### src/rtl/i2s_rx.sv
// i2s_rx: Philips-mode I2S slave receiver.
// It deserialises MSB-first channel words into a small valid/ready FIFO.
// Overflow and framing errors are reported as sticky flags plus an interrupt.
module i2s_rx #(
    parameter int SAMPLE_W   = 16,
    parameter int FIFO_DEPTH = 4
) (
    input  logic                clk_i,
    input  logic                rst_ni,
    input  logic                enable_i,
    input  logic                clear_i,
    input  logic                i2s_bclk_i,
    input  logic                i2s_lrclk_i,
    input  logic                i2s_sdata_i,
    output logic [SAMPLE_W-1:0] sample_o,
    output logic                sample_chan_o,
    output logic                sample_valid_o,
    input  logic                sample_ready_i,
    output logic                overflow_o,
    output logic                frame_err_o,
    output logic                irq_o
);
    localparam int CW = $clog2(SAMPLE_W + 1);
    localparam int AW = $clog2(FIFO_DEPTH);
    localparam logic [CW-1:0] FULL_CNT = CW'(SAMPLE_W);
    localparam logic [AW:0]   DEPTH    = (AW + 1)'(FIFO_DEPTH);

    logic [2:0]          bclk_s;
    logic [1:0]          lr_s;
    logic [1:0]          sd_s;
    logic                rise;
    logic [CW-1:0]       cnt;
    logic [CW-1:0]       cnt_n;
    logic [SAMPLE_W-1:0] shift;
    logic [SAMPLE_W-1:0] shift_n;
    logic                cur_chan;
    logic                lr_prev;
    logic                armed;
    logic                cap;
    logic                complete;
    logic                lr_chg;
    logic                ferr_evt;
    logic                ovf_evt;
    logic                full;
    logic                push;
    logic                pop;
    logic [SAMPLE_W:0]   mem [FIFO_DEPTH];
    logic [AW:0]         wp;
    logic [AW:0]         rp;
    logic                ovf_q;
    logic                ferr_q;

    // Synchronise the bus lines and register a one-cycle pulse per bclk rise
    always_ff @(posedge clk_i or negedge rst_ni) begin
        if (!rst_ni) begin
            bclk_s <= '0;
            lr_s   <= '0;
            sd_s   <= '0;
            rise   <= 1'b0;
        end else begin
            bclk_s <= {bclk_s[1:0], i2s_bclk_i};
            lr_s   <= {lr_s[0], i2s_lrclk_i};
            sd_s   <= {sd_s[0], i2s_sdata_i};
            rise   <= bclk_s[1] & ~bclk_s[2];
        end
    end

    // Per-rise capture first, then word-select edge handling, then FIFO accept
    always_comb begin
        cap      = rise && enable_i && armed && (cnt < FULL_CNT);
        cnt_n    = cap ? cnt + 1'b1 : cnt;
        shift_n  = cap ? {shift[SAMPLE_W-2:0], sd_s[1]} : shift;
        complete = cap && (cnt_n == FULL_CNT);
        lr_chg   = rise && enable_i && (lr_s[1] != lr_prev);
        ferr_evt = lr_chg && armed && (cnt_n < FULL_CNT);
        full     = (wp - rp) == DEPTH;
        pop      = sample_valid_o && sample_ready_i;
        push     = complete && (!full || pop);
        ovf_evt  = complete && full && !pop;
    end

    // Deserialiser state; a word-select edge restarts the count for the new channel
    always_ff @(posedge clk_i or negedge rst_ni) begin
        if (!rst_ni) begin
            cnt      <= '0;
            shift    <= '0;
            cur_chan <= 1'b0;
            lr_prev  <= 1'b0;
            armed    <= 1'b0;
        end else begin
            shift <= shift_n;
            cnt   <= (!enable_i || lr_chg) ? '0 : cnt_n;
            if (rise)
                lr_prev <= lr_s[1];
            if (!enable_i)
                armed <= 1'b0;
            else if (lr_chg) begin
                armed    <= 1'b1;
                cur_chan <= lr_s[1];
            end
        end
    end

    // FIFO storage; the completing word is written with the channel it was captured under
    always_ff @(posedge clk_i) begin
        if (push)
            mem[wp[AW-1:0]] <= {cur_chan, shift_n};
    end

    // FIFO pointers; disabling the receiver empties the queue
    always_ff @(posedge clk_i or negedge rst_ni) begin
        if (!rst_ni) begin
            wp <= '0;
            rp <= '0;
        end else if (!enable_i) begin
            wp <= '0;
            rp <= '0;
        end else begin
            if (push)
                wp <= wp + 1'b1;
            if (pop)
                rp <= rp + 1'b1;
        end
    end

    // Sticky error flags; a new event in the same cycle as clear keeps the flag set
    always_ff @(posedge clk_i or negedge rst_ni) begin
        if (!rst_ni) begin
            ovf_q  <= 1'b0;
            ferr_q <= 1'b0;
        end else begin
            ovf_q  <= ovf_evt | (ovf_q & ~clear_i);
            ferr_q <= ferr_evt | (ferr_q & ~clear_i);
        end
    end

    assign sample_valid_o            = wp != rp;
    assign {sample_chan_o, sample_o} = sample_valid_o ? mem[rp[AW-1:0]] : '0;
    assign overflow_o                = ovf_q;
    assign frame_err_o               = ferr_q;
    assign irq_o                     = ovf_q | ferr_q;
endmodule

### config.mk
export PLATFORM = sky130hd
export DESIGN_NAME = i2s_rx
export DESIGN_NICKNAME = d
export VERILOG_FILES = /design/src/rtl/i2s_rx.sv
export SDC_FILE = /design/constraint.sdc
export NUM_CORES = 1
export LEC_CHECK = 0
export CORE_MARGIN = 3
export CORE_UTILIZATION = 49
export DETAILED_ROUTE_END_ITERATION = 8
export MAX_ROUTING_LAYER = met4
export PLACE_DENSITY_LB_ADDON = 0.05
export SLEW_MARGIN = 20
export SYNTH_ARGS = -nofsm -noshare
export SYNTH_HDL_FRONTEND = slang
export SYNTH_SLANG_ARGS = --single-unit
### constraint.sdc
create_clock -name clk_i -period 4.25 [get_ports clk_i]
set_input_delay 0.85 -clock clk_i [delete_from_list [all_inputs] [get_ports clk_i]]
set_output_delay 0.85 -clock clk_i [all_outputs]
set_load 0.005 [all_outputs]
==> impl_metrics.json <==
{
  "fp.dieH_um": 99.3,
  "fillers": 649,
  "yosysUniqueCellTypes": 31,
  "grt.met1_usage_pct": 19.9,
  "synth_seq_cells": 108,
  "drc": 0,
  "cts_tree": "built",
  "grt-ovfl-total": 0,
  "max_freq_mhz": 298,
  "finalMaxSlewViolations": 0,
  "tightest_slew_ps": 903,
  "powerDensity_nw_per_um2": 370,
  "nets": 294,
  "end_kind": "primary output",
  "min_period_ps": 3350,
  "cp.arrival_ps": 2500,
  "coreArea_um2": 8340,
  "grt_pass1_vias": 2150,
  "port_buffers": 28,
  "finalCritPeriodShare_pct": 78.8,
  "root_buffer": "clkbuf_8",
  "yosysWarnings": 0,
  "hold_violations": 0,
  "ant_nets": 0,
  "criticalPathCategory": "flip-flop to primary output",
  "grt_max_degree": 41,
  "htreeDepth": 3,
  "drv_cap": 0,
  "startpoint_type": "flip-flop",
  "syn_area_per_cell_um2": 17.7,
  "path_max_fanout": 21,
  "power.total_mw": 1.81,
  "clk_pin_slew_worst_paths_ps": 90,
  "drt_wl_total_um": 6730,
  "n_antenna_cell": 0,
  "hold_buffers": 0,
  "vdd_drop_max_mv": 0.225,
  "final_util_pct": 58.7,
  "grt.busiest_layer": "met2",
  "ioPinCount": 29,
  "grt_pass1_wl_um": 11200,
  "routabilityCongestion": 0.718,
  "placementRows": 33,
  "firstDrtPassIters": 4,
  "via_per_inst": 5.30,
  "setup_tns_ps": 0,
  "drive_gt1_share_pct": 22.6,
  "cts_made_buffers": 9,
  "avgRoutedWirePerCell_um": 17.3,
  "netlist_area_um2": 4270,
  "use_met3_pct": 2.73,
  "synthCells": 241,
  "die_area_um2": 9860,
  "cts.sink_count": 108,
  "area_growth_pct": 14.8,
  "clock_latency_ps": 360,
  "fin_skew_ps": 12.5,
  "syn_nets": 257,
  "postCtsSetupBuffers": 0,
  "setup_viol": 0,
  "max-slew-margin-rel_pct": 39.8,
  "ctsResizeCount": 0,
  "use_met2_pct": 25.4,
  "leakage_nw": 1.87,
  "cts_buffer_depth": 2,
  "vias": 2058,
  "rsz0062_at_grt": "no",
  "start_util_pct": 51.2,
  "drtIter0Drc": 46,
  "track_usage_pct": 15.7,
  "outcome": "finished, final reports clean",
  "antenna_found_initial": 0,
  "dieWidth_um": 99.3,
  "required_ps": 3400,
  "dp_hpwl_um": 4110,
  "ys_seq_area_share_pct": 71.3,
  "hold_path.class": "flip-flop to flip-flop"
}
cell families after synthesis:
kind of cell	synth area share, %
AO/OA/AOI/OAI	1.44
XOR/XNOR	1.44
adder cells (fa/ha/maj)	2.35
buffers and inverters	1.79
flip-flops	71.3
multiplexers	14.2
AND/OR/NAND/NOR	7.48
path summary, 6_finish.rpt:
kind | depth (start not counted) | start | slack [ps] | to
setup / recovery | 5 | wp[0] | 900 | sample_chan_o
min in group asynchronous | 1 | rst_ni | 610 | sd_s[1]
hold / removal | 0 | lr_s[0] | 360 | lr_s[1]
max in group asynchronous | 1 | rst_ni | 3070 | rp[2]
hold reg to reg | 0 | lr_s[0] | 360 | lr_s[1]
setup reg to reg | 8 | wp[0] | 1870 | mem[2][13]
Yosys cell counts:
library cell	number	area (um^2)
a21boi_0	1	7.51
a21boi_1	2	15.0
a21oi_2	1	8.76
a31oi_1	1	6.26
and2_1	22	138
buf_1	1	3.75
buf_2	4	20.0
buf_4	1	7.51
clkbuf_1	3	11.3
dfrtp_1	40	1000
edfxtp_1	68	2040
ha_1	8	100
inv_1	9	33.8
mux2_2	18	203
mux2i_1	2	20.0
mux4_2	17	383
nand2_1	10	37.5
nand3_1	6	30.0
nand4b_2	1	15.0
nand4b_4	1	23.8
nor2_1	7	26.3
nor2_4	1	11.3
nor2b_1	2	12.5
nor3_1	1	5.00
o21ai_0	2	10.0
o22ai_1	1	6.26
o31ai_1	1	7.51
or3_1	2	12.5
or4_1	1	7.51
xnor2_1	5	43.8
xor2_1	2	17.5
flip-flops by register name (all words and copies together), names as in the netlist:
signal	cells
mem	68
shift	16
cnt	5
bclk_s	3
rp	3
wp	3
lr_s	2
sd_s	2
armed	1
cur_chan	1
frame_err_o	1
lr_prev	1
overflow_o	1
rise	1
layout make-up:
class | count | area [um^2] | share of cell area [%]
Timing Repair Buffer | 35 | 328 | 6.70
Tap cell | 105 | 131 | 2.68
Multi-Input combinational cell | 115 | 1150 | 23.5
Inverter | 9 | 33.8 | 0.690
Clock inverter | 6 | 70.1 | 1.43
Sequential cell | 108 | 3040 | 62.2
Clock buffer | 10 | 138 | 2.81
where the power goes:
part | total (mW) | switching (mW) | internal, mW | leakage [nW]
combinational | 0.0378 | 0.0211 | 0.0166 | 0.607
clock | 0.633 | 0.339 | 0.294 | 0.101
sequential | 1.14 | 0.00967 | 1.13 | 1.17
cells in the final DEF, fill, tap and decap left out, types with 2 or more instances in the layout:
cell type / Yosys / final
clkbuf_8: 0 / 10
inv_1: 9 / 9
nor2_1: 7 / 7
o21ai_0: 2 / 2
xor2_1: 2 / 2
clkdlybuf4s50_1: 0 / 27
ha_1: 8 / 8
nand3_1: 6 / 6
edfxtp_1: 68 / 68
and2_1: 22 / 22
dfrtp_1: 40 / 40
nand2_1: 10 / 10
mux2i_1: 2 / 2
a21boi_1: 2 / 2
buf_4: 1 / 7
clkinvlp_4: 0 / 2
mux2_2: 18 / 18
xnor2_1: 5 / 5
nor2b_1: 2 / 2
or3_1: 2 / 2
mux4_2: 17 / 17
stage by stage:
stage	setup slack [ps]	hold WS, ps	std cells	instance area, um^2
finish	899	363	388	4900
CTS	773	367	388	4900
global route	581	374	388	4900
global placement	1010	335	372	4690
floorplan	1210	331	241	4270
detailed placement	966	336	372	4690
routing by layer:
metal  routed length, um  vias up
met5                   0        -
met4                 115        0
met3                 151       10
met2                3340       32
met1                3120     1053
li1                    -      963
critical path: stages (launching register included):
cell             delay [ps]
dfrtp_1                 410
inv_1                   110
ha_1                    300
nand3_1                 500
and2_1                  380
clkdlybuf4s50_1         460
No activity file was read; power rests on OpenSTA's default activity.
